===== src/rtl/reversing_bits_pipe.sv =====
// ============================================================================
// reversing_bits_pipe
// ----------------------------------------------------------------------------
// Purpose:
//   Two-stage pipelined word reverser for a streaming datapath. Each word is
//   reversed at the granularity selected by its own mode:
//     00 : bit reverse     out[i]        = in[W-1-i]
//     01 : nibble reverse  nibble k out  = nibble (W/4-1-k) in
//     10 : byte reverse    byte k out    = byte (W/8-1-k) in (endian swap)
//     11 : pass-through    out           = in
//   Sustains one word per cycle. A word offered in the cycle that ends with
//   its accepting edge is on dout two cycles later.
//
// Parameters:
//   DATA_WIDTH : word width in bits (multiple of 8, at least 8)
//   CNT_WIDTH  : width of the completed-transfer counter (statistics build)
//
// Ports:
//   clk        in   rising-edge clock
//   resetn     in   asynchronous active-low reset
//   din        in   input word
//   din_mode   in   reverse mode, travels with din
//   din_valid  in   din/din_mode valid
//   din_ready  out  block accepts din this cycle
//   dout       out  reversed word
//   dout_valid out  dout valid
//   dout_ready in   consumer accepts dout this cycle
//   xfer_count out  completed output transfers (REV_STATS_EN builds only)
//
// Build option:
//   REV_STATS_EN : when defined, adds the xfer_count port and its counter.
//                  Without it the port and counter do not exist; all other
//                  behaviour is identical.
// ============================================================================
module reversing_bits_pipe #(
    parameter int DATA_WIDTH = 32,
    parameter int CNT_WIDTH  = 16
) (
    input  logic                  clk,
    input  logic                  resetn,
    input  logic [DATA_WIDTH-1:0] din,
    input  logic [1:0]            din_mode,
    input  logic                  din_valid,
    output logic                  din_ready,
    output logic [DATA_WIDTH-1:0] dout,
    output logic                  dout_valid,
    input  logic                  dout_ready
`ifdef REV_STATS_EN
    ,
    output logic [CNT_WIDTH-1:0]  xfer_count
`endif
);

    // ------------------------------------------------------------------------
    // Elaboration-time parameter checks
    // ------------------------------------------------------------------------
    generate
        if ((DATA_WIDTH < 8) || ((DATA_WIDTH % 8) != 0)) begin : g_bad_width
            $error("reversing_bits_pipe: DATA_WIDTH must be a multiple of 8 and at least 8");
        end
        if (CNT_WIDTH < 1) begin : g_bad_cnt_width
            $error("reversing_bits_pipe: CNT_WIDTH must be at least 1");
        end
    endgenerate

    localparam int NIBBLES = DATA_WIDTH / 4;
    localparam int BYTES   = DATA_WIDTH / 8;

    localparam logic [1:0] MODE_BIT    = 2'b00;
    localparam logic [1:0] MODE_NIBBLE = 2'b01;
    localparam logic [1:0] MODE_BYTE   = 2'b10;
    localparam logic [1:0] MODE_PASS   = 2'b11;

    // ------------------------------------------------------------------------
    // Reverse helpers. Each one is a pure rewiring of the input bits.
    // ------------------------------------------------------------------------
    function automatic logic [DATA_WIDTH-1:0] rev_bits(input logic [DATA_WIDTH-1:0] w);
        logic [DATA_WIDTH-1:0] r;
        r = '0;
        for (int i = 0; i < DATA_WIDTH; i++) begin
            r[i] = w[DATA_WIDTH-1-i];
        end
        return r;
    endfunction

    // Nibble order flips; the four bits inside each nibble keep their order.
    function automatic logic [DATA_WIDTH-1:0] rev_nibbles(input logic [DATA_WIDTH-1:0] w);
        logic [DATA_WIDTH-1:0] r;
        r = '0;
        for (int k = 0; k < NIBBLES; k++) begin
            r[4*k +: 4] = w[4*(NIBBLES-1-k) +: 4];
        end
        return r;
    endfunction

    // Byte order flips (endian swap); bits inside each byte keep their order.
    function automatic logic [DATA_WIDTH-1:0] rev_bytes(input logic [DATA_WIDTH-1:0] w);
        logic [DATA_WIDTH-1:0] r;
        r = '0;
        for (int k = 0; k < BYTES; k++) begin
            r[8*k +: 8] = w[8*(BYTES-1-k) +: 8];
        end
        return r;
    endfunction

    // ------------------------------------------------------------------------
    // Handshake: a transfer happens on a rising edge where valid && ready are
    // both high. A sender holds its word stable while valid=1 and ready=0.
    // Ready is produced combinationally from the downstream side so a stage
    // that is emptying in this cycle can accept in the same cycle: no bubbles.
    // ------------------------------------------------------------------------
    logic                  s1_valid;
    logic [DATA_WIDTH-1:0] s1_data;
    logic [1:0]            s1_mode;

    logic                  s2_valid;
    logic [DATA_WIDTH-1:0] s2_data;

    logic                  s1_ready;
    logic                  s2_ready;
    logic                  in_xfer;
    logic                  s1_to_s2;
    logic [DATA_WIDTH-1:0] s1_rev;

    always_comb begin
        s2_ready = !s2_valid || dout_ready;
        s1_ready = !s1_valid || s2_ready;
    end

    assign din_ready = s1_ready;
    assign in_xfer   = din_valid && s1_ready;
    assign s1_to_s2  = s1_valid && s2_ready;

    // Reverse is applied between the stages using the mode that was captured
    // alongside the word, so consecutive words may each use a different mode.
    always_comb begin
        s1_rev = s1_data;
        case (s1_mode)
            MODE_BIT:    s1_rev = rev_bits(s1_data);
            MODE_NIBBLE: s1_rev = rev_nibbles(s1_data);
            MODE_BYTE:   s1_rev = rev_bytes(s1_data);
            MODE_PASS:   s1_rev = s1_data;
            default:     s1_rev = s1_data;
        endcase
    end

    // ------------------------------------------------------------------------
    // Stage 1: captures din/din_mode on an input transfer.
    // Whenever S1 may change (it is empty or its word moves on), its valid
    // simply takes din_valid; otherwise it holds.
    // ------------------------------------------------------------------------
    always_ff @(posedge clk or negedge resetn) begin
        if (!resetn) begin
            s1_valid <= 1'b0;
            s1_data  <= '0;
            s1_mode  <= 2'b00;
        end else begin
            if (s1_ready) begin
                s1_valid <= din_valid;
            end
            if (in_xfer) begin
                s1_data <= din;
                s1_mode <= din_mode;
            end
        end
    end

    // ------------------------------------------------------------------------
    // Stage 2: holds the reversed word presented on dout. Data only loads
    // when a real word arrives, so dout keeps its last value while empty.
    // ------------------------------------------------------------------------
    always_ff @(posedge clk or negedge resetn) begin
        if (!resetn) begin
            s2_valid <= 1'b0;
            s2_data  <= '0;
        end else begin
            if (s2_ready) begin
                s2_valid <= s1_valid;
            end
            if (s1_to_s2) begin
                s2_data <= s1_rev;
            end
        end
    end

    assign dout       = s2_data;
    assign dout_valid = s2_valid;

`ifdef REV_STATS_EN
    // ------------------------------------------------------------------------
    // Completed-transfer counter; wraps naturally at 2^CNT_WIDTH.
    // ------------------------------------------------------------------------
    logic out_xfer;
    assign out_xfer = s2_valid && dout_ready;

    always_ff @(posedge clk or negedge resetn) begin
        if (!resetn) begin
            xfer_count <= '0;
        end else if (out_xfer) begin
            xfer_count <= xfer_count + CNT_WIDTH'(1);
        end
    end
`endif

endmodule


===== config.mk =====
export PLATFORM = sky130hd
export DESIGN_NAME = reversing_bits_pipe
export DESIGN_NICKNAME = d
export VERILOG_FILES = /design/src/rtl/reversing_bits_pipe.sv
export SDC_FILE = /design/constraint.sdc
export NUM_CORES = 1
export LEC_CHECK = 0
export ABC_CLOCK_PERIOD_IN_PS = 3100
export CORE_MARGIN = 3
export CORE_UTILIZATION = 45
export CTS_BUF_LIST = sky130_fd_sc_hd__clkbuf_4
export DETAILED_ROUTE_END_ITERATION = 16
export HOLD_SLACK_MARGIN = 0.08
export PLACE_DENSITY = 0.79
export SETUP_SLACK_MARGIN = 0.5
export SYNTH_ARGS = -nofsm -noshare
export SYNTH_HDL_FRONTEND = slang
export SYNTH_SLANG_ARGS = --single-unit
export TNS_END_PERCENT = 30

===== constraint.sdc =====
create_clock -name clk -period 3.1 [get_ports clk]
set_clock_uncertainty 0.2 [all_clocks]
set_input_delay 0.62 -clock clk [delete_from_list [all_inputs] [get_ports clk]]
set_output_delay 0.62 -clock clk [all_outputs]
set_load 0.05 [all_outputs]

### After elaboration in Yosys (flattened, before gate mapping)

Cells that the tools add are included.

| cells by class | value |
|---|---|
| $add $sub $neg | 0 |
| multipliers | 0 |
| div/mod/pow operators | 0 |
| magnitude comparators | 0 |
| equal/unequal tests | 3 |
| shift-type cells | 0 |
| muxes and demuxes | 1 |
| bitwise operators | 0 |
| reduce and logical (&&, ||, !) cells | 7 |

Operators with widths:

| cell | count |
|---|---|
| $pmux W32 S4 | 1 |
| $eq A2 B2 Y1 const B | 2 |
| $eq A2 B1 Y1 const B | 1 |
| $logic_and A1 B1 Y1 | 2 |
| $logic_not A1 Y1 | 2 |
| $logic_not A2 Y1 | 1 |
| $logic_or A1 B1 Y1 | 2 |

| storage, ports and cells | value |
|---|---|
| register bits | 68 |
| latch bits | 0 |
| RAM bits | 0 |
| memory bits (read-only) | 0 |
| input bits | 38 |
| output and inout bits | 34 |
| word-level logic and storage cells | 16 |
| memories kept | 0 |

### Logic depth before layout (Yosys ltp)

Gate-level depths: netlist of the first run.

| depth | value |
|---|---|
| depth in word-level cells | 4 |
| gate-level depth with buffers | 5 |
| gate-level depth less buffers | 3 |

### Worst setup path after synthesis of the first run

Ideal clock, no wire load.

| path | value |
|---|---|
| kind | register -> register |
| from | register s2_valid (netlist: dout_valid) |
| to | register s1_data[0] |
| setup time | 125 ps |
| arrival time | 2033 ps |
| data required time | 2775 ps |
| setup slack | 743 ps |
| stages on the path, launching flop included | 5 |
| buffers on the path | 1 |
| period minus slack after synthesis | 2357 ps |
| path through | dfrtp_1 nand3b_1 nand2_2 buf_4 mux2_2 |

| between the ends | value |
|---|---|
| cells in the longest elaborated chain, start to end | 4 |

Ends and longest elaborated chain:

| element | RTL line | source |
|---|---|---|
| start: declaration | 116 | `logic s2_valid;` |
| start signal: assignment | 178 | `s2_valid <= s1_valid;` |
| $logic_not A1 Y1 | 126 | `s2_ready = !s2_valid \|\| dout_ready;` |
| $logic_or A1 B1 Y1 | 126 |  |
| $logic_or A1 B1 Y1 | 127 | `s1_ready = !s1_valid \|\| s2_ready;` |
| named net din_ready | 44 | `output logic din_ready,` |
| $logic_and A1 B1 Y1 | 131 | `assign in_xfer = din_valid && s1_ready;` |
| end signal: assignment | 162 | `s1_data <= din;` |
| end: declaration | 113 | `logic [DATA_WIDTH-1:0] s1_data;` |

The timed path passes the listed nets, and every way through them passes these cells.
A chain may end at the register's enable or synchronous reset.

### Worst setup path in the final report of the first run

| path | value |
|---|---|
| from | register s2_data[10] (netlist: dout[10]) |
| to | output dout[10] |

RTL lines:

| element | RTL line | source |
|---|---|---|
| start: declaration | 117 | `logic [DATA_WIDTH-1:0] s2_data;` |
| start signal: assignment | 181 | `s2_data <= s1_rev;` |
| end: declaration | 45 | `output logic [DATA_WIDTH-1:0] dout,` |

No word-level cell between the ends.

==> flow_summary.json, run 1 <==
{
  "run_status": "completed",
  "grt_usage_pct": 19.8,
  "critPathSlowestCell": "clkdlybuf4s50_1",
  "cts_tree": "built",
  "fmax_ghz": 0.408,
  "n_antenna_cell": 0,
  "met2_usage_pct": 29.6,
  "hold_path_class": "reg2reg",
  "cts-resized-gates": 0,
  "met1_usage_pct": 29.0,
  "tns_ps": 0,
  "worst-path-buf-inv": 1,
  "fin_crit_sh_pct": 79.1,
  "grt_busiest_layer": "met2",
  "grt_overflow": 0,
  "cts_htree_levels": 3,
  "maxSlewHeadroom_pct": 56.9,
  "rows": 31,
  "required_ps": 2280,
  "antenna_found_initial": 0,
  "final_cell_mix": "clkdlybuf4s50_1, dfrtp_1, a21oi_1",
  "synth-seq-area-share_pct": 49.1,
  "yosys.area_share.simple_pct": 7.18,
  "area_delta_synth_final_pct": 23.8,
  "ys_ff_latch": 68,
  "die_w_um": 93.8,
  "firstDrtPassIters": 5,
  "path_class": "reg2out",
  "clk_pin_slew_ps": 120,
  "clock_path_buffers": 2,
  "synth_xor_area_share_pct": 0,
  "use_met3_pct": 3.53,
  "ir_drop_mv": 0.355,
  "vias": 2713,
  "core_um2": 7370,
  "globalplace.congestion": 0.789,
  "clkSinkCount": 68,
  "worst_slew_pin_slew_ps": 646,
  "grt_pass1_vias": 2632,
  "min_period_ps": 2450,
  "layout_commonest_cell": "clkdlybuf4s50_1",
  "worst_hold_slack_ps": 348,
  "synth.top_cells.by_area": "dfrtp_1, o221ai_2, mux2_2, a21oi_1, nor2b_1",
  "io_pins": 72,
  "wirelength_um": 8320,
  "die_h_um": 93.8,
  "cp_max_fo": 2,
  "drv_slew": 0,
  "cp.arrival_ps": 1630,
  "synth_area_um2": 3470,
  "cts_made_buffers": 9,
  "synth_cell_type_count": 20,
  "setup_viol": 0,
  "power.density_nw_per_um2": 736,
  "grt_pass1_wl_um": 13600,
  "wl_per_cell_um": 18.0,
  "start_util_pct": 47.1,
  "crit_family": "buffers and inverters",
  "layout-drive-gt1-share_pct": 25.3,
  "cp-end-kind": "output pin",
  "yosys_warnings": 0,
  "viasPerCell": 5.86,
  "yosys.area_share.adder_pct": 0,
  "worstSkewPairLatency_ps": 410,
  "muxShareOfSynthArea_pct": 11.0,
  "drc": 0,
  "portBuffers": 71,
  "ant_nets": 0,
  "worstSetupStartpointType": "flip-flop",
  "grt_max_degree": 74,
  "max_stage_delay_ps": 820,
  "die_area_um2": 8800,
  "hpwl_um": 5630,
  "synth_nets": 334,
  "max-cap-violations": 0,
  "synth_top_family_by_area": "compound AO/OA/AOI/OAI gates",
  "hold_viol": 0,
  "drt_iter0_drc": 228,
  "rsz0062_at_grt": "false",
  "crit_chain": "clkdlybuf4s50_1",
  "yosys.area.top_type": "dfrtp_1",
  "p_leak_uw": 0.00163,
  "layout.nets": 397,
  "synth_compound_area_share_pct": 27.3,
  "syn_avg_cell_area_um2": 11.7,
  "synth_cells": 296,
  "synthDominantCellAreaShare_pct": 49.1,
  "cts_root_buf": "clkbuf_4"
}
==> power breakdown <==
group          internal, uW  leakage, uW  total, uW  switching (uW)
registers              1080     0.000817       1270             183
logic                   541     0.000746       1420             879
clock network           154    0.0000664        476             322
==> worst reg2reg max path, cell delays in order (launching register included) <==
cell	delay (ps)
dfrtp_1	380
nor2b_2	170
buf_4	310
or3_1	160
buf_4	450
o221ai_1	200
==> synthesized netlist by cell type <==
| cell | n |
|---|---|
| buf_4 | 7 |
| nand2b_1 | 1 |
| buf_12 | 3 |
| inv_2 | 1 |
| clkbuf_1 | 13 |
| nand2_2 | 1 |
| o221ai_2 | 30 |
| o21ai_0 | 32 |
| mux2_2 | 34 |
| or2_2 | 1 |
| buf_6 | 1 |
| dfrtp_1 | 68 |
| buf_2 | 1 |
| nor2b_2 | 1 |
| nand3b_1 | 2 |
| or3_1 | 1 |
| clkbuf_2 | 1 |
| a21oi_1 | 64 |
| o221ai_1 | 2 |
| nor2b_1 | 32 |
==> flip-flops by register name, summed over array words and instances, names as in the netlist <==
register,flops
dout_valid,1
s1_data,32
s1_valid,1
s1_mode,2
dout,32
==> metal layers <==
layer  up-vias  share of wire [%]  wire length (um)
met5         -                  0                 0
met4         0                1.5               121
met3        10                7.0               583
met2       113                 48              3970
met1      1342                 44              3640
li1       1248                  -                 -
==> timing repair <==
| item | 4_1_cts | 5_1_grt |
|---|---|---|
| endpoints found under the hold margin | 26 | 0 |
| setup buffers | 0 | 0 |
| hold buffers | 1 | 0 |
==> worst paths after layout <==
check                      startpoint    endpoint  slack (ps)  cells after the start
hold / removal             s1_mode[1]  s1_mode[1]         350                      1
min in group asynchronous      resetn    dout[19]         560                      2
setup reg to reg           dout_valid    dout[31]        1110                      5
max in group asynchronous      resetn    dout[22]        1490                      3
setup / recovery             dout[10]    dout[10]         650                      1
hold reg to reg            s1_mode[1]  s1_mode[1]         350                      1
==> cells by family (layout without fill, tap and decap cells) <==
group                  count (synthesis)  count (layout)
and+or+nand+nor                       39              39
buffers and inverters                 27              95
muxes                                 34              34
AOI/OAI and AO/OA                    128             128
DFF                                   68              68
==> through the flow <==
step                      power, uW  worst slack (ps)  instance area (um2)  instances  utilization [%]
after CTS                      3180               620                 4300        463             58.3
final                          3160               649                 4300        463             58.3
after global placement         2670               487                 4180        446             56.8
after global routing           3320               585                 4300        463             58.3
after detailed placement       2700               448                 4180        446             56.8
after floorplan                2240               743                 3470        296                -
==> cell type report <==
| cell class | count | area [um2] |
|---|---|---|
| clock buffers | 9 | 67.6 |
| clock inverters | 7 | 33.8 |
| fillers | 631 | 3070 |
| inverters | 1 | 3.75 |
| multi-input cells | 201 | 1580 |
| flip-flops and latches | 68 | 1700 |
| well taps | 99 | 124 |
| repair buffers | 78 | 783 |
Note: power is estimated with default switching activity, not from simulation.
==> inputs of run 2 (changes only) <==
--- a/config.mk
+++ b/config.mk
@@ -5,7 +5,7 @@
 export SDC_FILE = /design/constraint.sdc
 export NUM_CORES = 1
 export LEC_CHECK = 0
-export ABC_CLOCK_PERIOD_IN_PS = 3100
+export ABC_CLOCK_PERIOD_IN_PS = 2500
 export CORE_MARGIN = 3
 export CORE_UTILIZATION = 45
 export CTS_BUF_LIST = sky130_fd_sc_hd__clkbuf_4
==> constraint.sdc (replaced) <==
create_clock -name clk -period 2.5 [get_ports clk]
set_clock_uncertainty 0.2 [all_clocks]
set_input_delay 0.5 -clock clk [delete_from_list [all_inputs] [get_ports clk]]
set_output_delay 0.5 -clock clk [all_outputs]
set_load 0.05 [all_outputs]
==> run 2 against run 1 <==
Effect of this change: hold slack lost 3.5 ps; combinational power rose by 21%; critical path depth up 2; non-clock buffer count increased by 2; first-iteration DRC count fell by 59%; worst setup slack lost 180 ps; via count is 3.5% lower; register-to-register slack lost 400 ps; clock power is 29% higher; sequential share of layout area decreased by 1.2 points; sequential cell count unchanged; largest power group unchanged; largest cell class unchanged.
==> flow_summary.json, run 2 (same netlist as run 1, synthesis figures left out) <==
{
  "run_status": "completed",
  "area_delta_synth_final_pct": 27.9,
  "power_uw": 3890,
  "fin_crit_sh_pct": 81.3,
  "layout.nets": 399,
  "layout_commonest_cell": "dfrtp_1",
  "cts_tree": "built",
  "setup_viol": 0,
  "grt_overflow": 0,
  "die_h_um": 93.8,
  "globalplace.congestion": 0.810,
  "multi_input_area_um2": 1700,
  "power.switching_uw": 1690,
  "clkSinkCount": 68,
  "io_pins": 72,
  "grt_usage_pct": 19.6,
  "max-cap-violations": 0,
  "rows": 31,
  "drc": 0,
  "cp.arrival_ps": 1330,
  "worstSkewPairLatency_ps": 410,
  "p_leak_uw": 0.00184,
  "firstDrtPassIters": 4,
  "portBuffers": 71,
  "power.density_nw_per_um2": 877,
  "grt_max_degree": 69,
  "die_w_um": 93.8,
  "cts_root_buf": "clkbuf_4",
  "num-fill-cells": 624,
  "worst_hold_slack_ps": 344,
  "hpwl_um": 5260,
  "final_cell_mix": "dfrtp_1, a21oi_1, clkdlybuf4s50_1",
  "cp-end-kind": "output pin",
  "n_antenna_cell": 0,
  "cts_made_buffers": 9,
  "worstSetupStartpointType": "primary input",
  "hold_viol": 0,
  "clkPwrFrac_pct": 15.8,
  "drt_iter0_drc": 93,
  "die_area_um2": 8800,
  "maxSlewHeadroom_pct": 66.0,
  "p_sw_share_pct": 43.5,
  "start_util_pct": 47.1,
  "regArea_um2": 1700,
  "seqPwrFrac_pct": 40.1,
  "wirelength_um": 8080,
  "wl_per_cell_um": 17.4,
  "ant_nets": 0,
  "grt_pass1_wl_um": 13500,
  "viasPerCell": 5.63,
  "ir_drop_mv": 0.455,
  "clock_path_buffers": 2,
  "dpl_worst_slack_ps": 207,
  "drv_slew": 0,
  "antenna_found_initial": 0,
  "cp_max_fo": 2,
  "core_um2": 7370,
  "clk_pin_slew_ps": 110,
  "p_comb_share_pct": 44.1,
  "hold_path_class": "reg2reg",
  "fmax_ghz": 0.492,
  "tns_ps": 0,
  "final.setup.worst_slack_ps": 468,
  "rsz0062_at_grt": "true",
  "min_period_ps": 2030,
  "layout-drive-gt1-share_pct": 29.8,
  "vias": 2619,
  "required_ps": 1800,
  "p_int_uw": 2200,
  "worst_slew_pin_slew_ps": 511,
  "cts_htree_levels": 3,
  "grt_pass1_vias": 2688,
  "path_class": "in2out"
}
run 2: cell types whose count changed in the layout (fill, tap and decap cells not counted), sizes merged:
cell / delta
clkdlybuf4s15: +13
clkdlybuf4s50: -33
clkinv: -3
dlygate4sd2: +14
clkbuf: +9
buf: +2
run 2: worst max-delay path, cell delays in order:
cell and delay [ps]:
clkdlybuf4s50_1 420, nand3b_1 230, buf_12 180
run 2: stage by stage:
stage,cell area (um2),utilization [%],instances
global route,4440,60.2,465
CTS,4450,60.3,464
floorplan,3610,-,296
detailed placement,4350,59.0,447
global placement,4350,59.0,447
finish,4440,60.2,465
run 2: final timing paths:
| check | from | endpoint | slack, ps | cells after the start |
|---|---|---|---|---|
| hold / removal | dout[9] | dout[9] | 340 | 2 |
| hold reg to reg | dout[9] | dout[9] | 340 | 2 |
| max in group asynchronous | resetn | dout_valid | 1360 | 3 |
| setup / recovery | dout_ready | din_ready | 470 | 3 |
| setup reg to reg | s1_mode[0] | dout[12] | 710 | 4 |
| min in group asynchronous | resetn | dout[12] | 430 | 3 |
run 2: per-layer routing:
| metal | track usage [%] | wire length, um |
|---|---|---|
| met5 | 0 | 0 |
| met2 | 30.3 | 3770 |
| met3 | 3.53 | 392 |
| met1 | 27.5 | 3790 |
| met4 | 7.10 | 125 |
run 2: layout make-up:
class | instances | area share (%)
Clock buffer | 12 | 2.03
Clock inverter | 4 | 0.395
Inverter | 1 | 0.0846
Multi-Input combinational cell | 201 | 38.3
Sequential cell | 68 | 38.4
Tap cell | 99 | 2.79
Timing Repair Buffer | 80 | 18.0
run 2: timing repair:
action                     4_1_cts  5_1_grt
hold buffers                     1        0
gates cloned                     0        0
setup buffers                    0        1
hold endpoints to repair        68        0
resized for setup               51       16
setup endpoints to repair       34       25
run 2: power by group through the flow:
stage	Clock, uW	Combinational, uW	Sequential, uW
finish	614	1720	1560
floorplan	0	746	2090
global placement	0	1800	1570
global route	676	1840	1600
CTS	633	1740	1560
detailed placement	0	1830	1580
==> inputs of run 3 (changes only) <==
--- a/config.mk
+++ b/config.mk
@@ -5,7 +5,7 @@
 export SDC_FILE = /design/constraint.sdc
 export NUM_CORES = 1
 export LEC_CHECK = 0
-export ABC_CLOCK_PERIOD_IN_PS = 2500
+export ABC_CLOCK_PERIOD_IN_PS = 1900
 export CORE_MARGIN = 3
 export CORE_UTILIZATION = 45
 export CTS_BUF_LIST = sky130_fd_sc_hd__clkbuf_4
==> constraint.sdc (replaced) <==
create_clock -name clk -period 1.9 [get_ports clk]
set_clock_uncertainty 0.2 [all_clocks]
set_input_delay 0.38 -clock clk [delete_from_list [all_inputs] [get_ports clk]]
set_output_delay 0.38 -clock clk [all_outputs]
set_load 0.05 [all_outputs]
==> run 3 against run 2 <==
Effect of this change: sequential share of layout area shrank 3.7 points; critical path depth is the same; hold slack lost 61 ps; total power grew 44%; non-clock buffer count grew 24; wire length grew 8.3%; design area grew 11%; sequential power grew 33%; core utilization grew 6.5 points; clock-buffer cell count shrank 3; via count grew 5.9%; combinational power grew 58%; largest cell class is now multi-input gates.
==> flow_summary.json, run 3 (same netlist as run 1, synthesis figures left out) <==
{
  "ir_drop_mv": 0.735,
  "n_antenna_cell": 0,
  "grt_pass1_wl_um": 13500,
  "portBuffers": 71,
  "ff2ff_path_depth": 5,
  "drc": 0,
  "dpl_cell_area_um2": 4350,
  "drv_slew": 0,
  "cts_made_buffers": 9,
  "io_pins": 72,
  "core_um2": 7370,
  "reg2reg_to": "dout[1]",
  "worstSetupStartpointType": "flip-flop",
  "utilization_pct": 66.7,
  "area_delta_synth_final_pct": 41.7,
  "viasPerCell": 5.66,
  "clk_pin_slew_ps": 130,
  "cp_max_fo": 2,
  "grt_pass1_vias": 2697,
  "dpl_worst_slack_ps": -140,
  "crit_family": "flip-flops",
  "required_ps": 1320,
  "worst_slew_pin_slew_ps": 365,
  "vias": 2774,
  "wirelength_um": 8750,
  "power_uw": 5590,
  "wl_per_cell_um": 17.9,
  "layout_commonest_cell": "dfrtp_1",
  "layout-drive-gt1-share_pct": 40.2,
  "max_stage_delay_ps": 420,
  "start_util_pct": 47.1,
  "worst-path-buf-inv": 2,
  "cp-end-kind": "output pin",
  "worst_hold_slack_ps": 284,
  "critical_path.startpoint": "dout_valid",
  "rows": 31,
  "p_leak_uw": 0.00206,
  "cts_htree_levels": 3,
  "r2r_slack_ps": 190,
  "r2r-start": "dout_valid",
  "drt_iter0_drc": 151,
  "fmax_ghz": 0.560,
  "endpoint": "din_ready",
  "final_area_um2": 4910,
  "min_period_ps": 1780,
  "hpwl_um": 5370,
  "maxSlewHeadroom_pct": 75.7,
  "cp.depth": 3,
  "max-cap-violations": 0,
  "firstDrtPassIters": 4,
  "grt_max_degree": 69,
  "cp.arrival_ps": 1200,
  "worstSkewPairLatency_ps": 420,
  "hold_path_class": "in2async",
  "antenna_found_initial": 0,
  "grt_usage_pct": 19.9,
  "globalplace.congestion": 0.836,
  "rsz0062_at_grt": "true",
  "clkSinkCount": 68,
  "die_h_um": 93.8,
  "final_cell_mix": "dfrtp_1, a21oi_1, clkdlybuf4s50_1",
  "cts_root_buf": "clkbuf_4",
  "fin_crit_sh_pct": 93.9,
  "hold_viol": 0,
  "power.density_nw_per_um2": 1140,
  "path_class": "reg2out",
  "clock_path_buffers": 2,
  "critPathSlowestCell": "dfrtp_2",
  "cts_tree": "built",
  "final.setup.worst_slack_ps": 116,
  "die_area_um2": 8800,
  "die_w_um": 93.8,
  "crit_chain": "nand3b_1, buf_6, buf_12",
  "run_status": "completed",
  "ant_nets": 0,
  "setup_viol": 0,
  "layout.nets": 424,
  "grt_overflow": 0
}
==> run 3: cell types whose count changed in the layout (fill, tap and decap cells not counted), moves of 5 or more <==
cell,previous run,this run
buf_4,4,22
dlygate4sd2_1,14,1
clkdlybuf4s15_2,9,0
clkbuf_2,6,0
buf_6,0,30
o21ai_1,0,5
o21ai_0,32,27
==> run 3: worst reg2reg max path, stage by stage (launching register included) <==
cell,delay [ps]
dfrtp_2,420
buf_4,140
nor2b_4,130
or3_4,410
clkbuf_16,200
o221ai_2,130
==> run 3: power breakdown <==
| part | leakage (uW) | internal [uW] | switching, uW | total (uW) |
|---|---|---|---|---|
| Sequential | 0.000816 | 1770 | 309 | 2080 |
| Combinational | 0.00118 | 1160 | 1540 | 2710 |
| Clock | 0.0000615 | 261 | 546 | 807 |
==> run 3: worst min path at each step <==
stage / from / endpoint / slack (ps) / cells after the start
after floorplan: resetn / dout[0] / -120 / 0
after global placement: resetn / s1_data[16] / 220 / 2
after detailed placement: resetn / s1_data[19] / 230 / 2
after CTS: resetn / dout[13] / 280 / 3
after global routing: resetn / dout[12] / 320 / 3
final: resetn / dout[13] / 280 / 3
==> run 3: timing repair <==
item                                    CTS  global route
hold buffers                              1             0
resized for setup                        38            14
cloned                                    1             5
setup buffers                             9             3
endpoints found under the setup margin  100           100
hold endpoints to repair                 68             0
pin swaps                                 1             1
==> run 3: final cells by class <==
cell class	instances	area, um2
Timing Repair Buffer	104	1180
Clock inverter	7	43.8
Inverter	1	3.75
Clock buffer	9	67.6
Tap cell	99	124
Fill cell	534	2460
Sequential cell	68	1700
Multi-Input combinational cell	202	1790
==> run 3: per-layer routing <==
| layer | GRT usage (%) | share of wire [%] | vias up | wire length, um |
|---|---|---|---|---|
| met2 | 31.2 | 47 | 84 | 4090 |
| met4 | 5.29 | 1.2 | 0 | 108 |
| li1 | - | - | 1306 | - |
| met1 | 26.9 | 45 | 1374 | 3980 |
| met5 | 0 | 0 | - | 0 |
| met3 | 5.85 | 6.5 | 10 | 570 |
==> run 3: metrics by stage <==
stage | TNS (ps) | cells
after floorplan | -7530 | 296
after global placement | -2950 | 455
after detailed placement | -5160 | 455
after CTS | 0 | 482
after global routing | 0 | 490
final | 0 | 490
==> variant: new RTL, config.mk and constraints of run 2 <==
Set the parameter `DATA_WIDTH` to 48 (it was 32).
--- a/src/rtl/reversing_bits_pipe.sv
+++ b/src/rtl/reversing_bits_pipe.sv
@@ -33,7 +33,7 @@
 //                  behaviour is identical.
 // ============================================================================
 module reversing_bits_pipe #(
-    parameter int DATA_WIDTH = 32,
+    parameter int DATA_WIDTH = 48,
     parameter int CNT_WIDTH  = 16
 ) (
     input  logic                  clk,
Ports: changed (resized din and dout); port bits go from 72 to 104. The function was not compared with the original's and may differ.
==> variant against run 2 <==
  * Final area up 39%
  * Wire length up 53%
  * Setup slack worse by 0.048 ns
  * Synthesized area rose by 41%
  * Highest routed layer unchanged
  * Sequential cell count increased by 32
  * Power increased by 41%
  * Count of clock-buffer cells in the layout is 3 lower
  * Die area up 39%
==> variant: results (changes against run 2) <==
[placed_design]
numPortBuffers=103  ; +45%
place_area_um2=6063  ; +39%
place_ws_ns=0.1911  ; -0.01631 ns
gp_congestion=0.8616  ; +6.3%
place_inst=650  ; +45%
hpwlAfterDp_um=8222  ; +56%

[synthesis]
ys_seq_area_share_pct=50.99  ; +1.9 points
synthTopCellsByArea=dfrtp_1 51%, mux2_2 11%, a21oi_1 9.8%
synth_fp_nets=493  ; +48%
synth_common_cells=100 x dfrtp_1, 96 x a21oi_1, 50 x mux2_2
synth_cell_type_count=19  ; -5.0%
postSynthAreaPerCell_um2=11.18  ; -4.6%

[drt]
avgViaCountPerCell=5.960  ; +5.8%
drt_first_pass_iters=5  ; +1
drt-initial-drc-count=255  ; +170%
drt_wl_total_um=12380  ; +53%
vias=3999  ; +53%

[outcome]
status=complete, no violations

[layout]
num-fill-cells=899  ; +44%
nets=584  ; +46%
drive_gt1_share_pct=26.92  ; -2.9 points

[global_routing]
antenna_found_initial=0  ; unchanged
gr-usage-all-layers_pct=20.52  ; +0.96 points
grt_pass1_vias=4071  ; +51%
grt_start_max_net_pins=76  ; +10%
grt_pass1_wl_um=20640  ; +53%

[worst_setup_path]
critPathSlowestCell=dlygate4sd2_1
worstPathArrival_ns=1.38  ; +0.05 ns
critical_path_peak_fanout=2  ; unchanged
critPathMaxStageDelay_ns=0.54  ; +0.12 ns

[timing]
tightestPinTransition_ns=0.6796  ; +0.1689 ns

[clock_network]
worstSkewPairLatency_ns=0.47  ; +0.06 ns
clk_pin_slew_worst_paths_ns=0.15  ; +0.04 ns
numCtsBuffers=9  ; unchanged

[hold_path]
hold_path_class=in2async

[pwr]
ir_drop_uv=434.8  ; -4.5%
p_leak_nw=2.461  ; +34%

## variant: cell count changes after synthesis, sizes merged
cell,change
o221ai,+16
clkbuf,+12
o21ai,+16
buf,+3
nor2b,+16
a21oi,+32
dfrtp,+32
mux2,+16
## variant: through the flow
stage / util, % / total power [W]
2_1_floorplan: - / 0.003979
3_3_place_gp: 57.95 / 0.004816
3_5_place_dp: 57.95 / 0.004877
4_1_cts: 59.04 / 0.005539
5_1_grt: 58.84 / 0.005817
6_report: 58.84 / 0.005499
## variant: kinds of logic after synthesis
logic type / after synthesis / synth area share (%)
flip-flops: 100 / 50.99
AO/OA/AOI/OAI: 192 / 25.80
buffers and inverters: 42 / 4.564
AND/OR/NAND/NOR: 55 / 7.165
multiplexers: 50 / 11.47
## variant: metal layers
layer / part of all wire [%] / GRT usage (%) / vias up / wire (um)
li1: - / - / 1825 / -
met1: 42 / 26.79 / 2017 / 5206
met2: 51 / 33.70 / 149 / 6284
met3: 6.3 / 6.027 / 8 / 785
met4: 0.86 / 5.008 / 0 / 106
met5: 0 / 0 / - / 0
## variant: final timing paths
path,from,endpoint,slack [ns],depth (start not counted)
setup / recovery,dout[9],dout[9],0.42,1
hold / removal,resetn,s1_data[2],0.32,2
setup reg to reg,dout_valid,dout[18],0.69,3
hold reg to reg,dout[2],dout[2],0.35,2
max in group asynchronous,resetn,s1_mode[0],1.18,3
min in group clk,dout_ready,s1_valid,0.34,4
## variant: repair_timing
action                                  4_1_cts  5_1_grt
pin swaps                                     0        0
buffers inserted                              0        4
endpoints found under the setup margin       50       72
gates resized for setup                      79       38
endpoints found under the hold margin        34        0
hold buffers                                  1        0
## variant: layout make-up
cell class	instances	share of cell area [%]
sequential	100	40.73
inverter	1	0.06098
tap	136	2.764
multi-input combinational	297	35.47
timing repair buffer	121	18.90
clock inverter	7	0.9756
clock buffer	9	1.098
## variant: power breakdown
group,internal [W],switching (W)
clock network,0.000218,0.000579
registers,0.00198,0.000316
logic,0.000817,0.00159
total,0.00302,0.00248
